$ cat src/rtl/boron_pkg.sv
// Shared BORON-64/80 constants, types and key-schedule helpers.
// Used by the decrypt core, its round datapath and the bench model.
package boron_pkg;

    localparam int ROUNDS  = 25;
    localparam int KEY_W   = 80;
    localparam int BLK_W   = 64;
    localparam int KEY_ROT = 13;

    localparam int ROT0 = 1;
    localparam int ROT1 = 4;
    localparam int ROT2 = 7;
    localparam int ROT3 = 9;

    localparam logic [4:0] RND_FIRST = 5'd1;
    localparam logic [4:0] RND_LAST  = 5'(ROUNDS);

    typedef enum logic [1:0] {
        IDLE,
        KEXP,
        DEC,
        DONE
    } state_t;

    function automatic logic [3:0] sbox(input logic [3:0] x);
        logic [3:0] y;
        case (x)
            4'h0: y = 4'hC;
            4'h1: y = 4'h5;
            4'h2: y = 4'h6;
            4'h3: y = 4'hB;
            4'h4: y = 4'h9;
            4'h5: y = 4'h0;
            4'h6: y = 4'hA;
            4'h7: y = 4'hD;
            4'h8: y = 4'h3;
            4'h9: y = 4'hE;
            4'hA: y = 4'hF;
            4'hB: y = 4'h8;
            4'hC: y = 4'h4;
            4'hD: y = 4'h7;
            4'hE: y = 4'h1;
            default: y = 4'h2;
        endcase
        return y;
    endfunction

    function automatic logic [3:0] sbox_inv(input logic [3:0] x);
        logic [3:0] y;
        case (x)
            4'h0: y = 4'h5;
            4'h1: y = 4'hE;
            4'h2: y = 4'hF;
            4'h3: y = 4'h8;
            4'h4: y = 4'hC;
            4'h5: y = 4'h1;
            4'h6: y = 4'h2;
            4'h7: y = 4'hD;
            4'h8: y = 4'hB;
            4'h9: y = 4'h4;
            4'hA: y = 4'h6;
            4'hB: y = 4'h3;
            4'hC: y = 4'h0;
            4'hD: y = 4'h7;
            4'hE: y = 4'h9;
            default: y = 4'hA;
        endcase
        return y;
    endfunction

    function automatic logic [15:0] rotr16(input logic [15:0] w, input int n);
        return (w >> n) | (w << (16 - n));
    endfunction

    // Forward schedule step: rotate left, S-box low nibble, inject round index.
    function automatic logic [KEY_W-1:0] key_fwd(input logic [KEY_W-1:0] k,
                                                 input logic [4:0] rc);
        logic [KEY_W-1:0] t;
        t = {k[KEY_W-KEY_ROT-1:0], k[KEY_W-1:KEY_W-KEY_ROT]};
        t[3:0] = sbox(t[3:0]);
        t[63:59] = t[63:59] ^ rc;
        return t;
    endfunction

    // Exact inverse of key_fwd for the same round index.
    function automatic logic [KEY_W-1:0] key_inv(input logic [KEY_W-1:0] k,
                                                 input logic [4:0] rc);
        logic [KEY_W-1:0] t;
        t = k;
        t[63:59] = t[63:59] ^ rc;
        t[3:0] = sbox_inv(t[3:0]);
        return {t[KEY_ROT-1:0], t[KEY_W-1:KEY_ROT]};
    endfunction

endpackage

$ cat src/rtl/boron_inv_round.sv
// One combinational BORON decryption round:
// inverse P layer, inverse S layer, then AddRoundKey.
module boron_inv_round
    import boron_pkg::*;
(
    input  logic [BLK_W-1:0] st,
    input  logic [BLK_W-1:0] rk,
    output logic [BLK_W-1:0] res
);

    logic [15:0]      w0, w1, w2, w3;
    logic [15:0]      x0, x1, x2, x3;
    logic [15:0]      r0, r1, r2, r3;
    logic [BLK_W-1:0] p;
    logic [BLK_W-1:0] s;

    always_comb begin
        w0 = st[15:0];
        w1 = st[31:16];
        w2 = st[47:32];
        w3 = st[63:48];

        // The xor step uses the unmodified W0/W2, so it undoes itself.
        x0 = w0;
        x1 = w1 ^ w0;
        x2 = w2;
        x3 = w3 ^ w2;

        r0 = rotr16(x0, ROT0);
        r1 = rotr16(x1, ROT1);
        r2 = rotr16(x2, ROT2);
        r3 = rotr16(x3, ROT3);

        p = {r3[7:0], r3[15:8],
             r2[7:0], r2[15:8],
             r1[7:0], r1[15:8],
             r0[7:0], r0[15:8]};

        s = '0;
        for (int n = 0; n < 16; n++) begin
            s[4*n +: 4] = sbox_inv(p[4*n +: 4]);
        end

        res = s ^ rk;
    end

endmodule

$ cat src/rtl/boron_decrypt_core.sv
// Iterative BORON-64/80 decryptor: runs the key schedule forward to RK26,
// then performs one inverse round per cycle while unwinding the schedule.
module boron_decrypt_core
    import boron_pkg::*;
(
    input  logic             clk,
    input  logic             rst,
    input  logic             in_valid,
    output logic             in_ready,
    input  logic [BLK_W-1:0] in_ct,
    input  logic [KEY_W-1:0] in_key,
    output logic             out_valid,
    input  logic             out_ready,
    output logic [BLK_W-1:0] out_pt,
    output logic             busy
);

    state_t           state;
    logic [4:0]       rnd;
    logic [KEY_W-1:0] sched;
    logic [BLK_W-1:0] st;

    logic [KEY_W-1:0] key_next_fwd;
    logic [KEY_W-1:0] key_next_inv;
    logic [BLK_W-1:0] round_out;

    always_comb begin
        key_next_fwd = key_fwd(sched, rnd);
        key_next_inv = key_inv(sched, rnd);
    end

    boron_inv_round u_round (
        .st  (st),
        .rk  (key_next_inv[BLK_W-1:0]),
        .res (round_out)
    );

    always_ff @(posedge clk) begin
        if (rst) begin
            state     <= IDLE;
            rnd       <= '0;
            sched     <= '0;
            st        <= '0;
            in_ready  <= 1'b1;
            out_valid <= 1'b0;
            out_pt    <= '0;
            busy      <= 1'b0;
        end else begin
            unique case (state)
                IDLE: begin
                    if (in_valid) begin
                        st       <= in_ct;
                        sched    <= in_key;
                        rnd      <= RND_FIRST;
                        in_ready <= 1'b0;
                        busy     <= 1'b1;
                        state    <= KEXP;
                    end
                end
                KEXP: begin
                    sched <= key_next_fwd;
                    if (rnd == RND_LAST) begin
                        // Whitening with RK26 happens as the last key step lands.
                        st    <= st ^ key_next_fwd[BLK_W-1:0];
                        state <= DEC;
                    end else begin
                        rnd <= rnd + 5'd1;
                    end
                end
                DEC: begin
                    sched <= key_next_inv;
                    st    <= round_out;
                    if (rnd == RND_FIRST) begin
                        busy  <= 1'b0;
                        state <= DONE;
                    end else begin
                        rnd <= rnd - 5'd1;
                    end
                end
                DONE: begin
                    if (!out_valid) begin
                        out_valid <= 1'b1;
                        out_pt    <= st;
                    end else if (out_ready) begin
                        out_valid <= 1'b0;
                        in_ready  <= 1'b1;
                        state     <= IDLE;
                    end
                end
                default: begin
                    state <= IDLE;
                end
            endcase
        end
    end

endmodule

$ cat config.mk
export PLATFORM = sky130hd
export DESIGN_NAME = boron_decrypt_core
export DESIGN_NICKNAME = d
export VERILOG_FILES = /design/src/rtl/boron_pkg.sv /design/src/rtl/boron_inv_round.sv /design/src/rtl/boron_decrypt_core.sv
export SDC_FILE = /design/constraint.sdc
export NUM_CORES = 1
export LEC_CHECK = 0
export ABC_AREA = 1
export CAP_MARGIN = 20
export CELL_PAD_IN_SITES_DETAIL_PLACEMENT = 1
export CELL_PAD_IN_SITES_GLOBAL_PLACEMENT = 2
export CORE_UTILIZATION = 30
export CTS_CLUSTER_SIZE = 14
export DETAILED_ROUTE_END_ITERATION = 10
export PLACE_DENSITY_LB_ADDON = 0.2
export RECOVER_POWER = 25
export SYNTH_ARGS = -nofsm -noshare
export SYNTH_HDL_FRONTEND = slang
export SYNTH_SLANG_ARGS = --single-unit
$ cat constraint.sdc
create_clock -name clk -period 2.9 [get_ports clk]
set_input_delay 0.58 -clock clk [delete_from_list [all_inputs] [get_ports clk]]
set_output_delay 0.58 -clock clk [all_outputs]
set_load 0.005 [all_outputs]
; After elaboration in Yosys (flattened, before gate mapping)
; Memories as Yosys holds them, arrays and structs flattened. A register that Yosys moved wholly into a read port is not among the register bits.
; Index checks and enable logic that the tools add are counted.
[totals]
regBits = 218
output_inout_bits = 67
romBits = 1152
wordCells = 90
mem_count = 18
[mem_list]
columns = memory, depth, word_bits, rd, rd_clocked_by_memory_dff, write_ports, line_no
row1 = (name not given), 16, 4, 1, 1, 0, boron_pkg.sv:27  ; case (x)
row2 = (name not given), 16, 4, 1, 1, 0, boron_pkg.sv:50  ; case (x)
row3 = (name not given), 16, 4, 1, 0, 0, boron_pkg.sv:50
row4 = (name not given), 16, 4, 1, 0, 0, boron_pkg.sv:50
row5 = (name not given), 16, 4, 1, 0, 0, boron_pkg.sv:50
row6 = (name not given), 16, 4, 1, 0, 0, boron_pkg.sv:50
row7 = 12 more memories, --, --, --, --, --, --
[classes]
bitwise_logic = 11
muxes = 28
n_addsub = 2
n_eq_ne = 12
n_reduce_logical = 11
[op_table]
columns = operator, n
row1 = $pmux 80 s3, 1
row2 = $pmux 64 s3, 1
row3 = $mux 64, 2
row4 = $xor 64x64->64, 2
row5 = $mux 80, 1
row6 = $xor 16x16->16, 2
row7 = $mux 4, 4
row8 = $or 12x16->16, 1
row9 = $or 15x16->16, 1
row10 = $or 7x16->16, 1
row11 = $or 9x16->16, 1
row12 = $mux 5, 3
row13 = $pmux 5 s3, 1
row14 = $ne 2x2->1 const B, 7
row15 = $mux 2, 5
row16 = $xor 5x5->5, 2
row17 = $pmux 2 s4, 1
row18 = $reduce_and 4->1, 2
row19 = $mux 1, 7
row20 = $reduce_and 3->1, 2
row21 = $add 5x1->5 const B, 1
row22 = $eq 5x1->1 const B, 1
row23 = $eq 5x5->1 const B, 1
row24 = $reduce_and 5->1, 1
row25 = 9 further kinds, 13

; Depth between registers and ports, before layout
; Gate-level depths: netlist of the first run.
[logic_depth]
word_depth = 5
mapped_depth = 16
depth_no_buf = 15

; Hierarchy
; A second synthesis of the first run with hierarchy kept.
[unflattened]
cells_unflattened = 2515
hier_area_um2 = 16344.4
[modules_own_cells]
columns = module, seq_area_each_um2, cells_per_inst, n_inst, area_each_um2
row1 = boron_decrypt_core, 4524.3, 1670, 1, 11646.2
row2 = boron_inv_round, 0.0, 845, 1, 4698.3

; Worst setup path after synthesis of the first run
; No wires, ideal clock.
[synth_path]
path_kind = register to register
start = register state[0]
end = register, netlist name key_next_inv[69]
n_path_buf = 2
path_slack_ns = 0.645
t_required_ns = 2.785
arrival_ns = 2.140
synth_period_minus_slack_ns = 2.255
path_stages_with_launch = 14
path_cell_list = dfxtp_1 -> inv_1 -> ha_1 -> buf_2 -> buf_6 -> or2_2 -> a21oi_1 -> nor3_2 -> inv_2 -> ha_1 -> nand2_1 -> nand2_1 -> a21oi_1 -> nor2_1
[synth_via]
elab_chain_cells = 5
[synth_lines]
columns = element, line_no
row1 = "start, declared", boron_decrypt_core.sv:18  ; state_t state;
row2 = "start signal, assigned", boron_decrypt_core.sv:40  ; state <= IDLE;
row3 = "start signal, assigned", boron_decrypt_core.sv:57  ; state <= KEXP;
row4 = "start signal, assigned", boron_decrypt_core.sv:65  ; state <= DEC;
row5 = $eq 2x2->1 (tied with other cells), boron_decrypt_core.sv:49  ; unique case (state)
row6 = $reduce_bool 3->1 (no source line) or $ne 2x2->1 (tied branches), --
row7 = $reduce_and 2->1 (no source line), --
row8 = $mux 4 (no source line) (*) (2 in series), --
; Mark *: on every way between the ends. The rest lies on a longest branch, timed or not.
; A chain may end at the register's enable or synchronous reset.

; Final worst setup path of the first run
[layout_path]
start = register state[1]
end = register, netlist name key_next_fwd[0]
[layout_via]
elab_chain_cells = 5
[layout_lines]
columns = element, line_no
row1 = $eq 2x2->1 (tied with other cells), boron_decrypt_core.sv:49
row2 = $reduce_bool 3->1 (no source line) or $ne 2x2->1 (tied branches), --
row3 = $reduce_and 2->1 (no source line), --
row4 = $mux 4 (no source line) (*) (2 in series), --
; Marks and branches as above.

==> metrics.cfg, run 1 <==
[run_status]
status = completed

[grt]
grt_pass1_vias = 17650
grt-ovfl-total = 0
grt_pass1_wl_mm = 112.7
grt_max_degree = 161
grt_usage_pct = 27.61
antenna_found_initial = 1

[drt]
vias = 17780
drc_errors = 0
viasPerCell = 5.395
ant_nets = 0
drt_iter0_drc = 1184
first_pass_iters = 5
postRouteWirelength_mm = 75.49
wl_per_cell_um = 22.91

[worst_setup_path]
max_stage_delay_ns = 0.35
required_ns = 3.37
cp.arrival_ns = 3.11
crit_slowest_cell = dfxtp_1
critPathTopFamily = simple AND/OR/NAND/NOR gates
path_buf_inv = 3
cp-end-kind = flip-flop
worstSetupStartpointType = flip-flop
cp_max_fo = 10
crit_top_cell = nor2_1
crit_type = flip-flop to flip-flop
path_cells = inv_1 -> ha_1 -> buf_4 -> nand2_1 -> nand3_1 -> o21ai_0 -> nand2_2 -> o21ai_2 -> nor2_1 -> inv_1 -> ha_1 -> nor2_2 -> nand2_1 -> nor2_1 -> nor2_1

[placement]
io_buffers = 214
hpwl_mm = 57.10
gp_congestion = 0.9165

[layout]
n_fill_cell = 6556
syn_to_final_growth_pct = 23.31
nets = 2852
antenna_cells = 0
drive_gt1_share_pct = 5.507

[logic_synthesis]
yosys.area.top_type = dfxtp_1
ys_types = 47
synth_area_leaders = dfxtp_1 (29%), o21ai_0 (11%), nand2_1 (11%)
yosys.area.top_type_share_pct = 28.55
yosysWarningCount = 0
ys_async_sr_fraction_pct = 0
synthCells = 2452
syn-cell-area_um2 = 15850
synth_nets = 2708
ys.flop_type = dfxtp_1
synth.avg_cell_area_um2 = 6.463
yosysSeqAreaShare_pct = 28.55
synth_edf_count = 0
synth_seq_cells = 226

[clocking]
cts.path.max_buffers = 3
path_clk_slew_ns = 0.06
cts_max_level = 1
numCtsBuffers = 29
clock_latency_ns = 0.59
cts-root-buf = clkbuf_16
cts_sinks = 226
post_cts_resized = 0
postCtsHoldBufs = 0
cts_setup_buffers = 0
cts_tree = built

[sta]
hold-worst-slack_ns = 0.3940
finalSetupTns_ns = 0
rsz0062_at_grt = no
finalCritPeriodShare_pct = 90.85
tightestPinTransition_ns = 1.332
min_period_ns = 2.635
finalMaxSlewViolations = 0
clock_skew_ns = 0.01479
relSlewSlack_pct = 11.22
setup_violations = 0
fmax_mhz = 379.6
finalHoldViolations = 0

[floorplan]
rows = 83
dieArea_um2 = 53750
die_h_um = 231.8
initial_core_util_pct = 30.64
dieWidth_um = 231.8
core_um2 = 51720
ioPinCount = 215

[pwr]
ir_drop_v = 0.001236
leakage_nw = 8.199
p_total_mw = 29.02
power_density_nw_per_um2 = 1485

[hold_path]
hold_class = input pin to flip-flop

[run]
cap_viol_max_count = 0

-- flip-flops by register name, summed over array words and instances (netlist names) --
| register | count |
|---|---|
| sched | 80 |
| out_pt | 64 |
| st | 64 |
| rnd | 5 |
| key_next_fwd | 4 |
| key_next_inv | 4 |
| state | 2 |
| busy | 1 |
| in_ready | 1 |
| out_valid | 1 |
-- metrics by stage --
step,util (%),setup WS (ns),area (um^2),cells
finish,37.79,0.2654,19540,3295
global route,37.79,0.02424,19540,3295
CTS,37.85,0.3135,19580,3295
detailed placement,36.05,0.1058,18640,3245
global placement,36.05,0.1540,18640,3245
floorplan,-,0.6453,15850,2452
-- layout by cell type (no fill, tap or decap), drive strengths merged --
| cell | n |
|---|---|
| a31oi | 3 |
| o31ai | 8 |
| a221oi | 1 |
| o22ai | 14 |
| nor3 | 20 |
| nand2 | 464 |
| xor2 | 5 |
| or2 | 6 |
| clkinvlp | 1 |
| bufinv | 2 |
| a21oi | 297 |
| o2111ai | 1 |
| dlygate4sd3 | 19 |
| inv | 205 |
| xnor2 | 30 |
| nand3 | 159 |
| clkdlybuf4s50 | 194 |
| nand4 | 33 |
| a22o | 1 |
| o211ai | 34 |
| o311ai | 1 |
| buf | 52 |
| o221ai | 31 |
| a21o | 1 |
| nor2 | 258 |
| nor4 | 1 |
| ha | 108 |
| clkbuf | 44 |
| a211oi | 1 |
| clkinv | 6 |
| dfxtp | 226 |
| o21ai | 389 |
-- final timing paths --
kind / from / end / slack (ns) / cells after the start
setup / recovery: state[1] / key_next_fwd[0] / 0.27 / 15
setup reg to reg: state[1] / key_next_fwd[0] / 0.27 / 15
hold / removal: rst / sched[67] / 0.39 / 2
hold reg to reg: st[63] / st[63] / 0.51 / 2
-- cells in the mapped netlist (2+ instances only) --
| library cell | instances |
|---|---|
| o221ai_1 | 31 |
| o21ai_1 | 31 |
| nor2_4 | 4 |
| nand3_1 | 159 |
| buf_1 | 7 |
| a31oi_1 | 3 |
| xnor2_2 | 4 |
| xnor2_1 | 26 |
| nand2_1 | 461 |
| buf_2 | 62 |
| nor2_2 | 3 |
| buf_4 | 11 |
| clkbuf_1 | 70 |
| buf_6 | 4 |
| inv_2 | 13 |
| o211ai_1 | 33 |
| or2_1 | 2 |
| nand2_2 | 3 |
| dfxtp_1 | 226 |
| o31ai_1 | 8 |
| nor3_1 | 19 |
| nand4_1 | 32 |
| xor2_1 | 3 |
| xor2_2 | 2 |
| nor2_1 | 251 |
| o21ai_2 | 2 |
| ha_1 | 108 |
| a21oi_1 | 295 |
| inv_1 | 190 |
| o21ai_0 | 356 |
| or2_2 | 4 |
| o22ai_1 | 14 |
-- cell families after synthesis --
logic type / after synthesis / share of synthesized area, %
AND/OR/NAND/NOR: 941 / 24.69
AO/OA/AOI/OAI: 782 / 26.53
buffers and inverters: 360 / 9.490
flip-flops: 226 / 28.55
adder cells (fa/ha/maj): 108 / 8.527
XOR/XNOR: 35 / 2.219
-- cell type report --
cell class              instances  area, um^2  share of cell area, %
clock inverters                 9       101.3                 0.5186
clock buffers                  41       830.8                  4.251
inverters                     205       774.5                  3.963
repair buffers                268        2609                  13.35
flip-flops and latches        226        4524                  23.15
well taps                     680       850.8                  4.354
multi-input cells            1866        9852                  50.41
-- layer usage --
metal	share of wire, %	GRT usage, %	wire [um]	up-vias
met5	0	0	0	-
met4	3.3	8.594	2509	0
met3	3.6	2.222	2688	101
met2	47	47.26	35840	430
met1	46	36.54	34440	8689
li1	-	-	-	8556
-- where the power goes --
part / leakage, nW / internal (mW) / switching [mW]
clock network: 0.460 / 2.15 / 1.52
registers: 1.86 / 4.35 / 2.04
logic: 5.88 / 6.19 / 12.8
Power figures use the tool's default switching activity.
==> run 2, diff against run 1 <==
CORE_UTILIZATION = 31   (was 30)
CTS_BUF_LIST = sky130_fd_sc_hd__clkbuf_8   (was unset)
==> run 2 against run 1 <==
Net effect: the flow now finishes with violations (capacitance limit, slew limit); final cell count grew 0.79%; routed wire length up 0.10%; utilization up 1.3 points; clock skew increased by 0.011 ns; largest cell class unchanged; first-iteration DRC count shrank 9.0%; power rose by 0.41%; highest routed layer unchanged; flip-flop and latch count stayed put; critical path depth fell by 10.
==> metrics.cfg, run 2 (same netlist as run 1, synthesis figures left out) <==
[placement]
gp_congestion = 0.9024
hpwl_mm = 56.70
io_buffers = 214
post_dp_cell_area_um2 = 18670

[pwr]
leakage_nw = 8.310
ir_drop_v = 0.0006127
power_density_nw_per_um2 = 1485
p_total_mw = 29.14

[clocking]
cts_sinks = 226
post_cts_resized = 0
cts-root-buf = clkbuf_8
path_clk_slew_ns = 0.06
clock_latency_ns = 0.64
numCtsBuffers = 46
postCtsHoldBufs = 0
cts_setup_buffers = 0
cts_max_level = 2
cts_tree = built
cts.path.max_buffers = 3

[floorplan]
dieWidth_um = 228.1
rows = 82
core_um2 = 50270
die_h_um = 228.1
ioPinCount = 215
dieArea_um2 = 52030
initial_core_util_pct = 31.52

[drt]
highest-signal-layer = met4
postRouteWirelength_mm = 75.56
drt_iter0_drc = 1078
ant_nets = 0
dr_wl_met3_mm = 3.515
viasPerCell = 5.385
first_pass_iters = 5
drc_errors = 0
vias = 17880
wl_met2_mm = 35.75
met1Wirelength_mm = 33.67
wl_per_cell_um = 22.75

[sta]
finalHoldViolations = 0
fmax_mhz = 381.1
rsz0062_at_grt = no
min_period_ns = 2.624
clock_skew_ns = 0.02597
finalMaxSlewViolations = 84
setup_violations = 0
tightestPinTransition_ns = 1.777
relSlewSlack_pct = -18.48
finalCritPeriodShare_pct = 90.49
finalSetupTns_ns = 0

[grt]
grt_max_degree = 118
antenna_found_initial = 0
grt_usage_pct = 28.44
grt-ovfl-total = 0
grt_pass1_vias = 17750
grt_pass1_wl_mm = 113.1

[worst_setup_path]
cp_max_fo = 83
cp-end-kind = flip-flop
worstSetupStartpointType = input pin
critPathTopFamily = buffers and inverters
max_stage_delay_ns = 1.35
path_buf_inv = 3
path_cells = buf_2 -> inv_2 -> clkbuf_2 -> o21ai_0 -> a21oi_1
crit_type = input pin to flip-flop
required_ns = 3.44
crit_slowest_cell = clkbuf_2
cp.arrival_ns = 3.16

[layout]
nets = 2870
final_area_um2 = 19630
final_cell_mix = nand2_1 (461), o21ai_0 (356), a21oi_1 (295)
drive_gt1_share_pct = 6.458
largest_reg_flops = 80
top_regs = sched: 80 flops, out_pt: 64 flops, st: 64 flops
syn_to_final_growth_pct = 23.85
largest-register = sched
final_common_cell = nand2_1

[run_status]
status = complete, but fails checks
violations = capacitance limit, slew limit

[run]
cap_viol_max_count = 1

[hold_path]
hold_class = input pin to flip-flop

run 2: cell types whose count changed in the layout (fill, tap and decap cells not counted), moves of 2 or more:
cell / before / now
clkbuf_8: 6 / 65
clkbuf_1: 7 / 1
clkbuf_16: 29 / 0
buf_12: 6 / 9
clkinv_2: 5 / 3
inv_1: 188 / 200
run 2: path summary, 6_finish.rpt:
path / depth (start not counted) / startpoint / slack, ns / end
max: 5 / rst / 0.28 / sched[54]
min reg2reg: 2 / in_ready / 0.49 / in_ready
max reg2reg: 9 / state[0] / 0.28 / sched[75]
min: 2 / rst / 0.43 / st[61]
run 2: stage by stage:
step / worst slack [ns] / hold slack (ns) / cells / util [%]
after CTS: 0.2742 / 0.4169 / 3320 / 39.10
after global routing: 0.02953 / 0.4388 / 3320 / 39.04
after floorplan: 0.6453 / 0.4577 / 2452 / -
final: 0.2759 / 0.4346 / 3321 / 39.04
after global placement: 0.1186 / 0.4748 / 3238 / 37.13
after detailed placement: 0.04429 / 0.4707 / 3238 / 37.13
run 2: where the power goes:
| group | switching, mW | internal, mW | total (mW) |
|---|---|---|---|
| clock | 1.64 | 2.06 | 3.70 |
| combinational | 12.8 | 6.27 | 19.1 |
| sequential | 2.01 | 4.35 | 6.36 |
run 2: layout make-up:
cell class              count  area [um^2]
clock inverters            17        97.59
well taps                 672        840.8
inverters                 205        772.0
repair buffers            269         2654
flip-flops and latches    226         4524
multi-input cells        1866         9842
clock buffers              65        894.6
fillers                  6396        30650
diodes                      1        2.502
run 2: routing by layer:
layer / up-vias / global-route usage [%]
met5: - / 0
met1: 8728 / 36.91
li1: 8576 / -
met3: 128 / 3.263
met2: 450 / 48.28
met4: 0 / 10.42
==> run 3, diff against run 2 <==
ABC_AREA = unset   (was 1)
CORE_UTILIZATION = 34   (was 31)
GPL_TIMING_DRIVEN = 0   (was unset)
SLEW_MARGIN = 10   (was unset)
==> run 3 against run 2 <==
Net effect: the run now ends clean; die area down 8.9%; sequential share of layout area down 0.19 points; via count down 4.2%; worst setup slack worse by 0.27 ns; critical path depth up 7; final cell count down 13%; maximum frequency down 9.5%; worst hold slack better by 0.017 ns; combinational power about the same; first-iteration DRC count up 49%; critical path type is now flip-flop to flip-flop; largest power group unchanged.
==> metrics.cfg, run 3 <==
[pwr]
leakage_nw = 7.445
intPower_mw = 13.87
switchingPower_mw = 16.34
power_frac_seq_pct = 24.6
power_density_nw_per_um2 = 1526
ir_drop_v = 0.0005786
clkPwrFrac_pct = 11.5
swShare_pct = 54.09
p_total_mw = 30.21
combinationalPowerShare_pct = 63.9

[sta]
finalCritPeriodShare_pct = 99.95
hold-worst-slack_ns = 0.4512
finalMaxSlewViolations = 0
finalSetupTns_ns = 0
finalHoldViolations = 0
clock_skew_ns = 0.02664
relSlewSlack_pct = 31.15
setup_violations = 0
min_period_ns = 2.899
fmax_mhz = 345.0
tightestPinTransition_ns = 1.033
rsz0062_at_grt = yes
fin_ws_ns = 0.001329

[worst_setup_path]
reg2reg_slack_ns = 0.001
cp.arrival_ns = 3.42
cp_max_fo = 10
crit_type = flip-flop to flip-flop
cp-end-kind = flip-flop
required_ns = 3.42
worstSetupStartpointType = flip-flop

[grt]
grt-ovfl-total = 0
grt_max_degree = 12
grt_pass1_vias = 16820
antenna_found_initial = 1
grt_usage_pct = 34.53
grt_pass1_wl_mm = 117.3

[drt]
first_pass_iters = 6
drc_errors = 0
postRouteWirelength_mm = 82.96
viasPerCell = 5.953
drt_iter0_drc = 1602
wl_per_cell_um = 28.84
ant_nets = 0
vias = 17130

[clocking]
path_clk_slew_ns = 0.06
numCtsBuffers = 46
cts_max_level = 2
postCtsHoldBufs = 0
clock_latency_ns = 0.65
cts.path.max_buffers = 3
cts_tree = built
cts_sinks = 226
cts-root-buf = clkbuf_8

[layout]
utilization_pct = 43.36
n_fill_cell = 5539
final_common_cell = nand2_1
final_area_um2 = 19800
syn_to_final_growth_pct = 25.22
largest_reg_flops = 80
top_regs = sched: 80 flops, out_pt: 64 flops, st: 64 flops
stdcell_count = 2877
final_cell_mix = nand2_1 (299), dfxtp_1 (224), clkdlybuf4s50_1 (213)
largest-register = sched
nets = 2501
drive_gt1_share_pct = 9.143

[placement]
dpl_worst_slack_ns = -1.607
gp_congestion = 0.9874
dp_cells = 2792
post_dp_cell_area_um2 = 18750
io_buffers = 214
hpwl_mm = 62.30

[run_status]
status = completed

[logic_synthesis]
synth_nets = 2233
yosysWarningCount = 0
ys_types = 77
syn-cell-area_um2 = 15820
synthCells = 1977
yosys.area.top_type_share_pct = 28.61
yosys.area.top_type = dfxtp_1
ys.flop_type = dfxtp_1
synth.avg_cell_area_um2 = 8.000
ys_async_sr_fraction_pct = 0
synth_seq_cells = 226
yosys.cell_count.top_type = nand2_1
synth_area_leaders = dfxtp_1 (29%), ha_1 (8.5%), nand2_1 (7.1%)
yosysSeqAreaShare_pct = 28.61
synth_common_cells = nand2_1 (299), dfxtp_1 (226), a21oi_1 (213)
synth_edf_count = 0

[floorplan]
rows = 78
core_um2 = 45670
die_h_um = 217.7
ioPinCount = 215
initial_core_util_pct = 34.63
dieWidth_um = 217.7
dieArea_um2 = 47380

[hold_path]
hold_class = flip-flop to flip-flop

[run]
cap_viol_max_count = 0

[run 3: worst paths after layout]
path	to	cells past startpoint	from
setup / recovery	key_next_inv[69]	12	state[0]
hold / removal	out_pt[33]	2	out_pt[33]
setup reg to reg	key_next_inv[69]	12	state[0]
hold reg to reg	out_pt[33]	2	out_pt[33]
[run 3: power by group through the flow]
stage	clock, mW	combinational, mW	sequential [mW]
floorplan	0	13.4	5.35
global placement	0	18.1	7.21
detailed placement	0	18.6	7.25
CTS	3.53	19.0	7.19
global route	3.66	20.8	7.32
finish	3.48	19.3	7.42
[run 3: repair_timing]
| item | 4_1_cts | 5_1_grt |
|---|---|---|
| buffers inserted | 5 | 0 |
| pin swaps | 3 | 1 |
| gates resized for setup | 24 | 12 |
| setup endpoints to repair | 50 | 21 |
[run 3: logic make-up (layout without fill, tap and decap cells)]
logic type	after synthesis	count (layout)	share of synthesized area [%]
AOI/OAI and AO/OA	575	575	24.19
xor gates and xnor gates	143	143	8.109
DFF	226	226	28.61
muxes	77	77	7.342
and+or+nand+nor	600	600	16.46
buffers and inverters	248	546	6.748
other	0	2	0
adders and majority gates	108	108	8.544
[run 3: critical path: stages (launching register included)]
cell and delay, ns:
dfxtp_2 0.36, inv_1 0.10, ha_4 0.31, buf_12 0.14, buf_12 0.14, nor2_1 0.09
a2111oi_4 0.29, a21oi_2 0.11, nor2_2 0.15, inv_2 0.09, ha_4 0.31, mux2_2 0.33
a221o_1 0.34
[run 3: routing by layer]
| layer | global-route usage, % | wire length [um] |
|---|---|---|
| met3 | 5.858 | 6671 |
| met1 | 46.93 | 36140 |
| met5 | 0 | 0 |
| met2 | 52.11 | 35810 |
| met4 | 18.00 | 4339 |
[run 3: layout make-up]
type	count	area (um^2)	area share, %
Tap cell	600	750.7	3.791
Buffer	167	804.5	4.062
Inverter	81	307.8	1.554
Antenna cell	2	5.005	0.02527
Sequential cell	226	4527	22.86
Multi-Input combinational cell	1503	10300	52.00
Timing Repair Buffer	220	2193	11.08
Clock buffer	59	812.0	4.100
Clock inverter	19	105.1	0.5307
